==> config.mk <==
export PLATFORM = sky130hd
export DESIGN_NAME = shared_mem_arbiter_flat
export DESIGN_NICKNAME = d
export VERILOG_FILES = /design/src/rtl/shared_mem_arbiter_if.sv /design/src/rtl/shared_mem_arbiter.sv /design/src/flat_wrapper.sv
export SDC_FILE = /design/constraint.sdc
export NUM_CORES = 1
export LEC_CHECK = 0
export CAP_MARGIN = 20
export CORE_MARGIN = 4
export CORE_UTILIZATION = 43
export DETAILED_ROUTE_END_ITERATION = 7
export PLACE_DENSITY_LB_ADDON = 0.1
export SYNTH_ARGS = -nofsm -noshare
export SYNTH_HDL_FRONTEND = slang
export SYNTH_SLANG_ARGS = --single-unit
export TNS_END_PERCENT = 5
==> constraint.sdc <==
create_clock -name clk -period 5.25 [get_ports clk]
set_input_delay 0.525 -clock clk [delete_from_list [all_inputs] [get_ports clk]]
set_output_delay 0.525 -clock clk [all_outputs]
set_load 0.01 [all_outputs]
==> src/rtl/shared_mem_arbiter_if.sv <==
// shared_mem_arbiter_if: requester-side request and read-response channels of the shared memory arbiter
interface shared_mem_arbiter_if #(
  parameter int NUM_REQ    = 4,
  parameter int DATA_WIDTH = 8,
  parameter int ADDR_WIDTH = 4
);
  logic [NUM_REQ-1:0]            req_valid;
  logic [NUM_REQ-1:0]            req_ready;
  logic [NUM_REQ-1:0]            req_write;
  logic [NUM_REQ-1:0]            req_lock;
  logic [NUM_REQ*ADDR_WIDTH-1:0] req_addr;
  logic [NUM_REQ*DATA_WIDTH-1:0] req_wdata;
  logic [NUM_REQ-1:0]            resp_valid;
  logic [DATA_WIDTH-1:0]         resp_rdata;
  modport master (
    output req_valid, req_write, req_lock, req_addr, req_wdata,
    input  req_ready, resp_valid, resp_rdata
  );
  modport slave (
    input  req_valid, req_write, req_lock, req_addr, req_wdata,
    output req_ready, resp_valid, resp_rdata
  );
endinterface

==> src/rtl/shared_mem_arbiter.sv <==
// shared_mem_arbiter: round-robin arbiter with timed lock sharing one registered shared-memory port
module shared_mem_arbiter #(
  parameter int NUM_REQ      = 4,
  parameter int DATA_WIDTH   = 8,
  parameter int ADDR_WIDTH   = 4,
  parameter int LOCK_TIMEOUT = 8
) (
  input  logic                  clk,
  input  logic                  reset,
  shared_mem_arbiter_if.slave   bus,
  output logic                  mem_read_en,
  output logic                  mem_write_en,
  output logic [ADDR_WIDTH-1:0] mem_addr,
  output logic [DATA_WIDTH-1:0] mem_write_data,
  input  logic [DATA_WIDTH-1:0] mem_read_data,
  output logic                  lock_timeout
);
  localparam int IW = (NUM_REQ > 1) ? $clog2(NUM_REQ) : 1;
  localparam int CW = $clog2(LOCK_TIMEOUT);
  typedef enum logic {IDLE, LOCKED} state_t;
  state_t state;
  logic [IW-1:0] rr_ptr, owner, gnt_idx, cand, tag, rsp_tag;
  logic [CW-1:0] lock_cnt;
  logic gnt_any, rsp_v;
  function automatic logic [IW-1:0] inc(input logic [IW-1:0] i);
    return (i == IW'(NUM_REQ-1)) ? IW'(0) : i + IW'(1);
  endfunction
  // descending scan so the requester closest to rr_ptr is the one left standing
  always_comb begin
    gnt_any = 1'b0;
    gnt_idx = '0;
    cand = '0;
    for (int k = NUM_REQ-1; k >= 0; k--) begin
      cand = IW'((int'(rr_ptr) + k) % NUM_REQ);
      if (bus.req_valid[cand]) begin
        gnt_any = 1'b1;
        gnt_idx = cand;
      end
    end
    if (state == LOCKED) begin
      gnt_any = bus.req_valid[owner];
      gnt_idx = owner;
    end
  end
  assign bus.req_ready  = reset ? (NUM_REQ'(gnt_any) << gnt_idx) : '0;
  assign bus.resp_valid = rsp_v ? (NUM_REQ'(1) << rsp_tag) : '0;
  assign bus.resp_rdata = rsp_v ? mem_read_data : '0;
  always_ff @(posedge clk or negedge reset) begin
    if (!reset) begin
      state          <= IDLE;
      owner          <= '0;
      rr_ptr         <= '0;
      lock_cnt       <= '0;
      lock_timeout   <= 1'b0;
      mem_read_en    <= 1'b0;
      mem_write_en   <= 1'b0;
      mem_addr       <= '0;
      mem_write_data <= '0;
      tag            <= '0;
      rsp_v          <= 1'b0;
      rsp_tag        <= '0;
    end else begin
      mem_read_en  <= gnt_any & ~bus.req_write[gnt_idx];
      mem_write_en <= gnt_any & bus.req_write[gnt_idx];
      if (gnt_any) begin
        mem_addr       <= bus.req_addr[int'(gnt_idx)*ADDR_WIDTH +: ADDR_WIDTH];
        mem_write_data <= bus.req_wdata[int'(gnt_idx)*DATA_WIDTH +: DATA_WIDTH];
        tag            <= gnt_idx;
      end
      rsp_v        <= mem_read_en;
      rsp_tag      <= tag;
      lock_timeout <= 1'b0;
      if (state == IDLE) begin
        if (gnt_any) rr_ptr <= inc(gnt_idx);
        if (gnt_any && bus.req_lock[gnt_idx]) begin
          state    <= LOCKED;
          owner    <= gnt_idx;
          lock_cnt <= '0;
        end
      end else if (gnt_any && !bus.req_lock[owner]) begin
        state  <= IDLE;
        rr_ptr <= inc(owner);
      end else if (lock_cnt == CW'(LOCK_TIMEOUT-1)) begin
        state        <= IDLE;
        rr_ptr       <= inc(owner);
        lock_timeout <= 1'b1;
      end else begin
        lock_cnt <= lock_cnt + CW'(1);
      end
    end
  end
endmodule

==> src/flat_wrapper.sv <==
// flat-port wrapper written by rule: the top's interface ports become plain ports
module shared_mem_arbiter_flat 
#(
  parameter int NUM_REQ      = 4,
  parameter int DATA_WIDTH   = 8,
  parameter int ADDR_WIDTH   = 4,
  parameter int LOCK_TIMEOUT = 8
)
  (clk, reset, mem_read_en, mem_write_en, mem_addr, mem_write_data, mem_read_data, lock_timeout, bus_req_valid, bus_req_write, bus_req_lock, bus_req_addr, bus_req_wdata, bus_req_ready, bus_resp_valid, bus_resp_rdata);
  shared_mem_arbiter_if #(.NUM_REQ(NUM_REQ), .DATA_WIDTH(DATA_WIDTH), .ADDR_WIDTH(ADDR_WIDTH)) bus_i ();
  input  logic clk;
  input  logic reset;
  output logic mem_read_en;
  output logic mem_write_en;
  output logic [ADDR_WIDTH-1:0] mem_addr;
  output logic [DATA_WIDTH-1:0] mem_write_data;
  input  logic [DATA_WIDTH-1:0] mem_read_data;
  output logic lock_timeout;
  input wire logic [$bits(bus_i.req_valid)-1:0] bus_req_valid;
  input wire logic [$bits(bus_i.req_write)-1:0] bus_req_write;
  input wire logic [$bits(bus_i.req_lock)-1:0] bus_req_lock;
  input wire logic [$bits(bus_i.req_addr)-1:0] bus_req_addr;
  input wire logic [$bits(bus_i.req_wdata)-1:0] bus_req_wdata;
  output wire logic [$bits(bus_i.req_ready)-1:0] bus_req_ready;
  output wire logic [$bits(bus_i.resp_valid)-1:0] bus_resp_valid;
  output wire logic [$bits(bus_i.resp_rdata)-1:0] bus_resp_rdata;
  assign bus_i.req_valid = bus_req_valid;
  assign bus_i.req_write = bus_req_write;
  assign bus_i.req_lock = bus_req_lock;
  assign bus_i.req_addr = bus_req_addr;
  assign bus_i.req_wdata = bus_req_wdata;
  assign bus_req_ready = bus_i.req_ready;
  assign bus_resp_valid = bus_i.resp_valid;
  assign bus_resp_rdata = bus_i.resp_rdata;
  shared_mem_arbiter #(.NUM_REQ(NUM_REQ), .DATA_WIDTH(DATA_WIDTH), .ADDR_WIDTH(ADDR_WIDTH), .LOCK_TIMEOUT(LOCK_TIMEOUT)) u_core (.clk(clk), .reset(reset), .bus(bus_i), .mem_read_en(mem_read_en), .mem_write_en(mem_write_en), .mem_addr(mem_addr), .mem_write_data(mem_write_data), .mem_read_data(mem_read_data), .lock_timeout(lock_timeout));
endmodule
==> flow_summary.json <==
{
  "synthFlopType": "dfrtp_1",
  "drtIter0Drc": 37,
  "pin_count": 101,
  "drt-total-wl_um": 4850,
  "portBuffers": 100,
  "r2r_cells": 8,
  "grt_max_degree": 31,
  "hold_buffers": 0,
  "grt_pass1_vias": 1619,
  "final.period_utilization_pct": 67.0,
  "dp_hpwl_um": 3950,
  "layout_setup_ws_ns": 1.73,
  "worstPathCellList": "clkdlybuf4s50_1, nor4_2, nor2_1, a21oi_2, nand2b_1, nor3b_1, clkdlybuf4s50_1",
  "fillers": 372,
  "crit_buf_inv": 2,
  "fin_worst_skew_ns": 0.00375,
  "r2r_end": "u_core.rr_ptr[1]",
  "fmax_mhz": 284,
  "die-area_um2": 5700,
  "r2r_slack_ns": 2.72,
  "cts.clk_slew.worst_paths_ns": 0.10,
  "yosysWarnings": 0,
  "finalCriticalPeriod_ns": 3.52,
  "die_w_um": 75.5,
  "cp.arrival_ns": 2.99,
  "synth_area_um2": 1960,
  "status": "finished clean",
  "post_cts_resized": 0,
  "layout.cells.most_common": "clkdlybuf4s50_1",
  "synth_nets": 255,
  "ir_drop_uv": 340,
  "final_antenna_net_count": 0,
  "nNetsFinal": 353,
  "wl_per_cell_um": 14.7,
  "clockRootBuffer": "clkbuf_8",
  "synth_cell_types": 42,
  "synth-seq-cells": 28,
  "drive_gt1_share_pct": 14.7,
  "viasPerCell": 5.14,
  "fp.coreArea_um2": 4380,
  "cp_max_fo": 11,
  "synthArstFlopShare_pct": 100,
  "critPathCaptureType": "output port",
  "worstSetupPathType": "input pin to output port",
  "tritoncts": "yes",
  "hold_depth": 0,
  "max_slew_margin_pct": 62.2,
  "max_cap_violations": 0,
  "hold_viol": 0,
  "num_vias": 1696,
  "hp-start": "u_core.tag[0]",
  "track_usage_pct": 16.5,
  "crit_path_start_kind": "input pin",
  "clock-sinks": 28,
  "post-route-drc-count": 0,
  "antenna_found_initial": 0,
  "grt_pass1_wl_um": 7400,
  "worst_pin_slew_ns": 0.562,
  "row_count": 24,
  "hold_end": "u_core.rsp_tag[0]",
  "die_y_um": 75.5,
  "gp_congestion": 0.796,
  "h-tree-depth": 1,
  "powerDensity_nw_per_um2": 557,
  "r2r_start": "u_core.rr_ptr[1]",
  "rsz0062_at_grt": "false",
  "place_ws_ns": 1.73,
  "synth-edff-count": 0,
  "diodes": 0,
  "cts.path.max_buffers": 2,
  "start_util_pct": 44.7,
  "syn_to_final_growth_pct": 55.0,
  "insertion_delay_ns": 0.27,
  "tns_ns": 0,
  "drv_slew": 0,
  "cp_slowest_stage_delay_ns": 0.56,
  "cpMostUsedCell": "clkdlybuf4s50_1",
  "finalSetupViolations": 0,
  "post-cts-setup-buffers": 0,
  "mostFrequentLayoutCells": "clkdlybuf4s50_1 (100), mux2i_1 (32), dfrtp_1 (28), nand2_1 (13), mux2_2 (10)",
  "hold_class": "register to register",
  "p_leak_nw": 1.34,
  "cp_top_family": "simple AND/OR/NAND/NOR gates",
  "grt-ovfl-total": 0,
  "yosysSeqAreaShare_pct": 35.8,
  "cp.required_ns": 4.72,
  "syn_inst": 181,
  "dr.pass1.iters": 4,
  "cts_buffers": 3,
  "syn_avg_cell_area_um2": 10.8,
  "cp_slowest_cell": "nor4_2"
}
## worst register-to-register path, cell delays in order (launching register included)
cell      delay, ns
dfrtp_1        0.45
and2_1         0.18
o221ai_1       0.17
o311a_2        0.43
buf_4          0.43
ha_1           0.30
nor3_1         0.17
a21oi_1        0.06
o22a_2         0.23
## power by group
| part | internal [mW] | switching (mW) |
|---|---|---|
| sequential | 0.325 | 0.0903 |
| combinational | 0.605 | 0.501 |
| clock | 0.102 | 0.0668 |
| total | 1.03 | 0.659 |
## registers in the layout (all words and copies together) (netlist names)
register and flops:
u_core.mem_read_en 1, u_core.rr_ptr 2, u_core.mem_write_en 1, u_core.state 1, u_core.rsp_tag 2, u_core.owner 2
u_core.mem_addr 4, u_core.lock_cnt 3, u_core.mem_write_data 8, u_core.lock_timeout 1, u_core.rsp_v 1, u_core.tag 2
## area by class of cell
cell class,count,area (um^2),share of cell area (%)
timing repair buffer,103,1020,33.7
inverter,8,35.0,1.15
multi-input combinational,135,1140,37.6
tap,52,65.1,2.14
sequential,28,701,23.1
clock inverter,1,30.0,0.989
clock buffer,3,41.3,1.36
## worst max path at each step
stage / start / endpoint / slack [ns] / cells past startpoint
6_report: bus_req_valid[3] / bus_req_ready[3] / 1.73 / 7
5_1_grt: bus_req_valid[3] / bus_req_ready[3] / 1.42 / 7
4_1_cts: bus_req_valid[3] / bus_req_ready[3] / 1.71 / 7
3_5_place_dp: bus_req_valid[3] / bus_req_ready[3] / 1.73 / 7
3_3_place_gp: bus_req_valid[3] / bus_req_ready[3] / 1.77 / 7
2_1_floorplan: bus_req_valid[1] / bus_req_ready[0] / 2.96 / 6
## logic make-up after synthesis
| kind of cell | share of synthesized area, % |
|---|---|
| multiplexers | 31.2 |
| AND/OR/NAND/NOR | 13.0 |
| AO/OA/AOI/OAI | 10.9 |
| flip-flops | 35.8 |
| buffers and inverters | 6.19 |
| adder cells (fa/ha/maj) | 2.55 |
| XOR/XNOR | 0.447 |
## per-layer routing
metal / part of all wire, % / global-route usage (%)
met5: 0 / 0
met4: 0.29 / 3.69
met3: 9.2 / 3.96
met2: 50 / 29.1
met1: 40 / 20.6
## cell usage after synthesis (2+ instances only)
library cell,count,area (um^2)
mux2i_1,32,320
dfrtp_1,28,701
nand2_1,13,48.8
mux2_2,10,113
and2_1,9,56.3
mux2_4,8,120
nor2_1,8,30.0
inv_1,7,26.3
o21ai_1,7,35.0
a21oi_1,6,30.0
o21ai_2,6,52.6
ha_1,4,50.1
nor3_1,4,20.0
buf_6,3,33.8
nand2b_1,3,18.8
a31oi_1,2,12.5
buf_2,2,10.0
buf_4,2,15.0
clkbuf_1,2,7.51
mux4_2,2,45.0
nor3b_1,2,15.0
## through the flow
stage	power (mW)	instance area (um^2)	hold WS, ns	std cells	utilization [%]
floorplan	1.23	1960	0.229	181	-
global placement	1.52	2970	0.355	326	67.6
detailed placement	1.54	2970	0.367	326	67.6
CTS	1.71	3040	0.384	330	69.3
global route	1.83	3040	0.395	330	69.3
finish	1.69	3040	0.386	330	69.3
(Power assumes the default switching activity.)
